## config.mk

```make
export PLATFORM = sky130hd
export DESIGN_NAME = day10_result_stream_writer
export DESIGN_NICKNAME = d
export VERILOG_FILES = /design/src/rtl/day10_result_stream_writer.sv
export SDC_FILE = /design/constraint.sdc
export NUM_CORES = 1
export LEC_CHECK = 0
export ABC_AREA = 1
export ABC_CLOCK_PERIOD_IN_PS = 2950
export CAP_MARGIN = 20
export CORE_UTILIZATION = 54
export DETAILED_ROUTE_END_ITERATION = 6
export PLACE_DENSITY = 0.81
export SYNTH_ARGS = -nofsm -noshare
export SYNTH_HDL_FRONTEND = slang
export SYNTH_SLANG_ARGS = --single-unit
```

## constraint.sdc

```tcl
create_clock -name clk -period 2.95 [get_ports clk]
set_clock_uncertainty 0.05 [all_clocks]
set_input_delay 0.295 -clock clk [delete_from_list [all_inputs] [get_ports clk]]
set_output_delay 0.295 -clock clk [all_outputs]
set_load 0.1 [all_outputs]
```

## src/rtl/day10_result_stream_writer.sv

```systemverilog
// Day-10 result writer: streams one record as a little-endian min-press count header
// followed by the button-press vector, BITS_PER_BEAT vector bits per AXI-Stream beat.
module day10_result_stream_writer #(
  parameter int MAX_NUM_BUTTONS   = 16,
  parameter int MAX_NUM_BUTTONS_W = (MAX_NUM_BUTTONS <= 1) ? 1 : $clog2(MAX_NUM_BUTTONS + 1),
  parameter int COUNT_WIDTH       = 16,
  parameter int AXI_DATA_WIDTH    = 8,
  parameter int BITS_PER_BEAT     = 1,
  parameter int TLAST_PER_RECORD  = 0
) (
  input  logic                         clk,
  input  logic                         rst_n,
  input  logic                         start,
  input  logic [MAX_NUM_BUTTONS_W-1:0] num_buttons,
  input  logic [COUNT_WIDTH-1:0]       min_presses,
  input  logic [MAX_NUM_BUTTONS-1:0]   buttons_to_press,
  input  logic                         last_write,
  output logic                         busy,
  output logic                         done,
  output logic [AXI_DATA_WIDTH-1:0]    m_tdata,
  output logic                         m_tvalid,
  input  logic                         m_tready,
  output logic                         m_tlast
);

  localparam int HDR_BEATS     = (COUNT_WIDTH + AXI_DATA_WIDTH - 1) / AXI_DATA_WIDTH;
  localparam int HDR_PAD       = HDR_BEATS * AXI_DATA_WIDTH;
  localparam int VEC_MAX_BEATS = (MAX_NUM_BUTTONS + BITS_PER_BEAT - 1) / BITS_PER_BEAT;
  localparam int VEC_PAD       = VEC_MAX_BEATS * BITS_PER_BEAT;
  localparam int MAX_BEATS     = (HDR_BEATS > VEC_MAX_BEATS) ? HDR_BEATS : VEC_MAX_BEATS;
  localparam int CNT_W         = $clog2(MAX_BEATS + 1);

  typedef enum logic [1:0] {StIdle, StHdr, StVec, StDone} state_t;

  state_t                       state_q, state_d;
  logic [CNT_W-1:0]             beat_q, beat_d;
  logic [MAX_NUM_BUTTONS_W-1:0] n_q, n_d;
  logic [COUNT_WIDTH-1:0]       count_q, count_d;
  logic [MAX_NUM_BUTTONS-1:0]   vec_q, vec_d;
  logic [CNT_W-1:0]             vec_last_q, vec_last_d;
  logic                         last_q, last_d;

  logic [AXI_DATA_WIDTH-1:0]    tdata_d;
  logic                         tvalid_d, tlast_d, busy_d, done_d;

  logic [MAX_NUM_BUTTONS_W-1:0] n_clamp;
  logic [MAX_NUM_BUTTONS-1:0]   vec_masked;
  logic [CNT_W-1:0]             vec_last_in;
  logic                         hs;

  assign hs = m_tvalid && m_tready;

  // Clamp the requested length and mask off vector bits beyond it before snapshotting.
  always_comb begin
    n_clamp = num_buttons;
    if (num_buttons > MAX_NUM_BUTTONS_W'(MAX_NUM_BUTTONS)) begin
      n_clamp = MAX_NUM_BUTTONS_W'(MAX_NUM_BUTTONS);
    end
    vec_masked = '0;
    for (int i = 0; i < MAX_NUM_BUTTONS; i++) begin
      vec_masked[i] = buttons_to_press[i] & (32'(i) < 32'(n_clamp));
    end
    // Index of the final vector beat; unused when the vector is empty.
    vec_last_in = CNT_W'((32'(n_clamp) + 32'(BITS_PER_BEAT) - 32'd1) / 32'(BITS_PER_BEAT)
                         - 32'd1);
  end

  // Next-state: snapshot on start, advance the beat index on each handshake.
  always_comb begin
    state_d    = state_q;
    beat_d     = beat_q;
    n_d        = n_q;
    count_d    = count_q;
    vec_d      = vec_q;
    vec_last_d = vec_last_q;
    last_d     = last_q;
    unique case (state_q)
      StIdle: begin
        if (start) begin
          state_d    = StHdr;
          beat_d     = '0;
          n_d        = n_clamp;
          count_d    = min_presses;
          vec_d      = vec_masked;
          vec_last_d = vec_last_in;
          last_d     = last_write;
        end
      end
      StHdr: begin
        if (hs) begin
          if (beat_q == CNT_W'(HDR_BEATS - 1)) begin
            beat_d  = '0;
            state_d = (n_q != '0) ? StVec : StDone;
          end else begin
            beat_d = beat_q + CNT_W'(1);
          end
        end
      end
      StVec: begin
        if (hs) begin
          if (beat_q == vec_last_q) begin
            state_d = StDone;
          end else begin
            beat_d = beat_q + CNT_W'(1);
          end
        end
      end
      StDone: begin
        state_d = StIdle;
      end
      default: state_d = StIdle;
    endcase
  end

  // Output next-values derived from the next state so every output is a plain register;
  // during a stall nothing changes, so the beat holds stable.
  always_comb begin
    logic [HDR_PAD-1:0] hdr_pad;
    logic [VEC_PAD-1:0] vec_pad;
    hdr_pad                  = '0;
    hdr_pad[COUNT_WIDTH-1:0] = count_d;
    vec_pad                  = '0;
    vec_pad[MAX_NUM_BUTTONS-1:0] = vec_d;
    tdata_d  = '0;
    tlast_d  = 1'b0;
    tvalid_d = 1'b0;
    busy_d   = 1'b0;
    done_d   = 1'b0;
    unique case (state_d)
      StHdr: begin
        tvalid_d = 1'b1;
        busy_d   = 1'b1;
        for (int k = 0; k < HDR_BEATS; k++) begin
          if (beat_d == CNT_W'(k)) tdata_d = hdr_pad[k*AXI_DATA_WIDTH +: AXI_DATA_WIDTH];
        end
        tlast_d = (beat_d == CNT_W'(HDR_BEATS - 1)) && (n_d == '0) &&
                  ((TLAST_PER_RECORD != 0) || last_d);
      end
      StVec: begin
        tvalid_d = 1'b1;
        busy_d   = 1'b1;
        for (int j = 0; j < VEC_MAX_BEATS; j++) begin
          if (beat_d == CNT_W'(j)) begin
            tdata_d[BITS_PER_BEAT-1:0] = vec_pad[j*BITS_PER_BEAT +: BITS_PER_BEAT];
          end
        end
        tlast_d = (beat_d == vec_last_d) && ((TLAST_PER_RECORD != 0) || last_d);
      end
      StDone: begin
        done_d = 1'b1;
      end
      default: ;
    endcase
  end

  // State, snapshot and output registers with synchronous active-low reset.
  always_ff @(posedge clk) begin
    if (!rst_n) begin
      state_q    <= StIdle;
      beat_q     <= '0;
      n_q        <= '0;
      count_q    <= '0;
      vec_q      <= '0;
      vec_last_q <= '0;
      last_q     <= 1'b0;
      m_tdata    <= '0;
      m_tvalid   <= 1'b0;
      m_tlast    <= 1'b0;
      busy       <= 1'b0;
      done       <= 1'b0;
    end else begin
      state_q    <= state_d;
      beat_q     <= beat_d;
      n_q        <= n_d;
      count_q    <= count_d;
      vec_q      <= vec_d;
      vec_last_q <= vec_last_d;
      last_q     <= last_d;
      m_tdata    <= tdata_d;
      m_tvalid   <= tvalid_d;
      m_tlast    <= tlast_d;
      busy       <= busy_d;
      done       <= done_d;
    end
  end

endmodule
```

==> flow_summary.toml <==
[place]
post-place-ws_ns = 0.1683
place_hpwl_mm = 6.299
gp_congestion = 0.9021
io_buffers = 53

[sta]
worst_pin_slew_ns = 0.4842
worst_slack_ns = 0.3070
fmax_mhz = 378.4
max_slew_margin_pct = 67.60
finalCriticalPeriod_ns = 2.643
finalMaxSlewViolations = 0
rsz0062_at_grt = "false"
tns_ns = 0
hold_viol = 0
fin_crit_sh_pct = 89.59
setup_viol = 0

[power_and_ir_drop]
irDropWorstVdd_uv = 468.6
p_per_area_nw_per_um2 = 520.7
power_leakage_nw = 1.898

[setup_path]
worst_ep_arrival_time_ns = 2.87
critPathSlowestCell = "dfxtp_1"
path_cells = "inv_2 -> nand2_1 -> nand2_2 -> nor2_4 -> nand3_4 -> nand2_4 -> nand2_1 -> nand3_1 -> nand3_2 -> nor2_4 -> nand4_1 -> nand3_1 -> nand2_1 -> nand2_1 -> nand2_1 -> nand3_1 -> nand2_1 -> nand2_1 -> nand2_1 -> nand3_1 -> nand2_1 -> nand3_1 -> nand2_1 -> a21oi_2"
cp-end-kind = "flip-flop"
path_delay_family = "simple AND/OR/NAND/NOR gates"
path_class = "reg2reg"
cp.required_ns = 3.18
cpPeakStageDelay_ns = 0.47
critPathBufInv = 1
r2r_start = "beat_q[3]$_SDFF_PN0_"
setup.worst_path.start = "beat_q[3]$_SDFF_PN0_"
cp-start-kind = "flip-flop"
path_max_fanout = 7
cpMostUsedCell = "nand2_1"

[clock_tree]
clk_path_buf_depth = 2
clockRootBuffer = "clkbuf_8"
clk_pin_slew_ns = 0.07
postCtsSetupBuffers = 0
cts_max_level = 3
ctsResizeCount = 0
clkSinkCount = 61
ctsHoldBuffers = 0
worstSkewPairLatency_ns = 0.34
cts_tree = "built"
cts_buffers = 9

[floorplan]
die_w_um = 80.27
core-area_um2 = 5921
io_pins = 54
start_util_pct = 55.87
fp-row-count = 28
die_h_um = 80.27
die_area_um2 = 6443

[drt]
drt_wl_total_mm = 8.402
wl_per_cell_um = 13.93
vias = 3249
drc = 0
antenna_left = 0
via_per_inst = 5.388
drt_iter0_markers = 247
drtPass1Iterations = 6

[grt]
grt_antenna_before_repair = 0
grt_max_degree = 33
grt_pass1_wl_mm = 13.88
grt_pass1_vias = 3037
grt_overflow_total = 0
gr-usage-all-layers_pct = 27.98

[cells_and_area]
layout_commonest_cell = "nand2_1"
nets = 571
areaGrowthSynthToFinish_pct = 23.60
num_antenna_cells = 0
drive_gt1_share_pct = 14.77
layout_common_cells = "82 x nand2_1, 78 x nor2_1, 57 x dfxtp_1"
fill_cells = 524

[status]
status = "finished, final reports clean"

[yosys]
avgSynthCellArea_um2 = 7.084
yosysWarningCount = 0
synth_area_um2 = 3308
synth_fp_nets = 515
postSynthCellCount = 467
async_flop_share_pct = 0
ys_types = 40
ys_seq_area_share_pct = 36.91
synth-seq-cells = 61
ys.flop_type = "dfxtp_1"
synth_edf_count = 0

[run]
cap_violations = 0

[worst_hold_path]
hp-class = "reg2reg"
min_from = "vec_q[5]$_SDFF_PN0_"
-- metal layers --
metal	vias up	track usage (%)	routed length (um)
met5	-	0	0
met4	0	12.68	218
met3	18	5.114	379
met2	105	47.44	4028
met1	1495	34.27	3775
li1	1631	-	-
-- logic make-up after synthesis --
group | synth area share (%)
adder cells (fa/ha/maj) | 2.269
multiplexers | 3.026
flip-flops | 36.91
AO/OA/AOI/OAI | 14.30
buffers and inverters | 9.493
AND/OR/NAND/NOR | 32.41
XOR/XNOR | 1.588
-- per-stage QoR --
step	util [%]	cells	area (um2)	total power, mW	hold WS, ns
final	69.06	603	4089	2.129	0.4283
after global routing	69.06	603	4089	2.220	0.4394
after CTS	69.00	603	4085	2.125	0.4271
after detailed placement	65.77	587	3894	1.404	0.4187
after global placement	65.77	587	3894	1.395	0.4107
after floorplan	-	467	3309	1.251	0.3929
-- final cells by class --
cell class	count	area (um2)	area share (%)
flip-flops and latches	61	1226	29.99
repair buffers	61	560.5	13.71
inverters	65	244.0	5.967
clock buffers	11	131.4	3.213
clock inverters	5	60.06	1.469
multi-input cells	325	1773	43.36
well taps	75	93.84	2.295
-- synthesized netlist by cell type (6+ instances only) --
cell type / number / area [um2]
ha_1: 6 / 75.07
nand3_1: 23 / 115.1
inv_1: 55 / 206.5
a21oi_1: 24 / 120.1
clkbuf_1: 9 / 33.78
mux2i_1: 10 / 100.1
dfxtp_1: 61 / 1221
nand2_1: 82 / 307.8
o21ai_0: 22 / 110.1
or2_2: 7 / 43.79
nand4_1: 8 / 50.05
nor2_1: 78 / 292.8
inv_2: 10 / 37.54
a211oi_1: 8 / 60.06
-- worst paths after layout --
check / depth (start not counted) / endpoint / slack, ns
max reg2reg: 24 / m_tdata[0]$_SDFF_PN0_ / 0.31
min reg2reg: 2 / vec_q[5]$_SDFF_PN0_ / 0.43
min: 2 / vec_q[5]$_SDFF_PN0_ / 0.43
max: 24 / m_tdata[0]$_SDFF_PN0_ / 0.31
-- where the power goes --
| part | switching (mW) | internal (mW) | total (mW) |
|---|---|---|---|
| logic | 0.316 | 0.179 | 0.496 |
| clock network | 0.342 | 0.394 | 0.736 |
| registers | 0.0230 | 0.875 | 0.897 |
-- state kept, by name, indices dropped and copies added (netlist names) --
name / count
m_tvalid: 1
m_tdata: 8
beat_q: 5
state_q: 2
count_q: 16
vec_q: 16
last_q: 1
m_tlast: 1
vec_last_q: 5
n_q: 5
done: 1
-- worst register-to-register path: stages (launching register included) --
cell	delay, ns
dfxtp_1	0.47
inv_2	0.10
nand2_1	0.08
nand2_2	0.06
nor2_4	0.09
nand3_4	0.13
nand2_4	0.12
nand2_1	0.05
nand3_1	0.08
nand3_2	0.20
nor2_4	0.22
nand4_1	0.12
nand3_1	0.09
nand2_1	0.06
nand2_1	0.05
nand2_1	0.05
nand3_1	0.06
nand2_1	0.05
nand2_1	0.05
nand2_1	0.05
nand3_1	0.06
nand2_1	0.05
nand3_1	0.06
nand2_1	0.07
a21oi_2	0.11
Note: power is estimated with default switching activity, not from simulation.
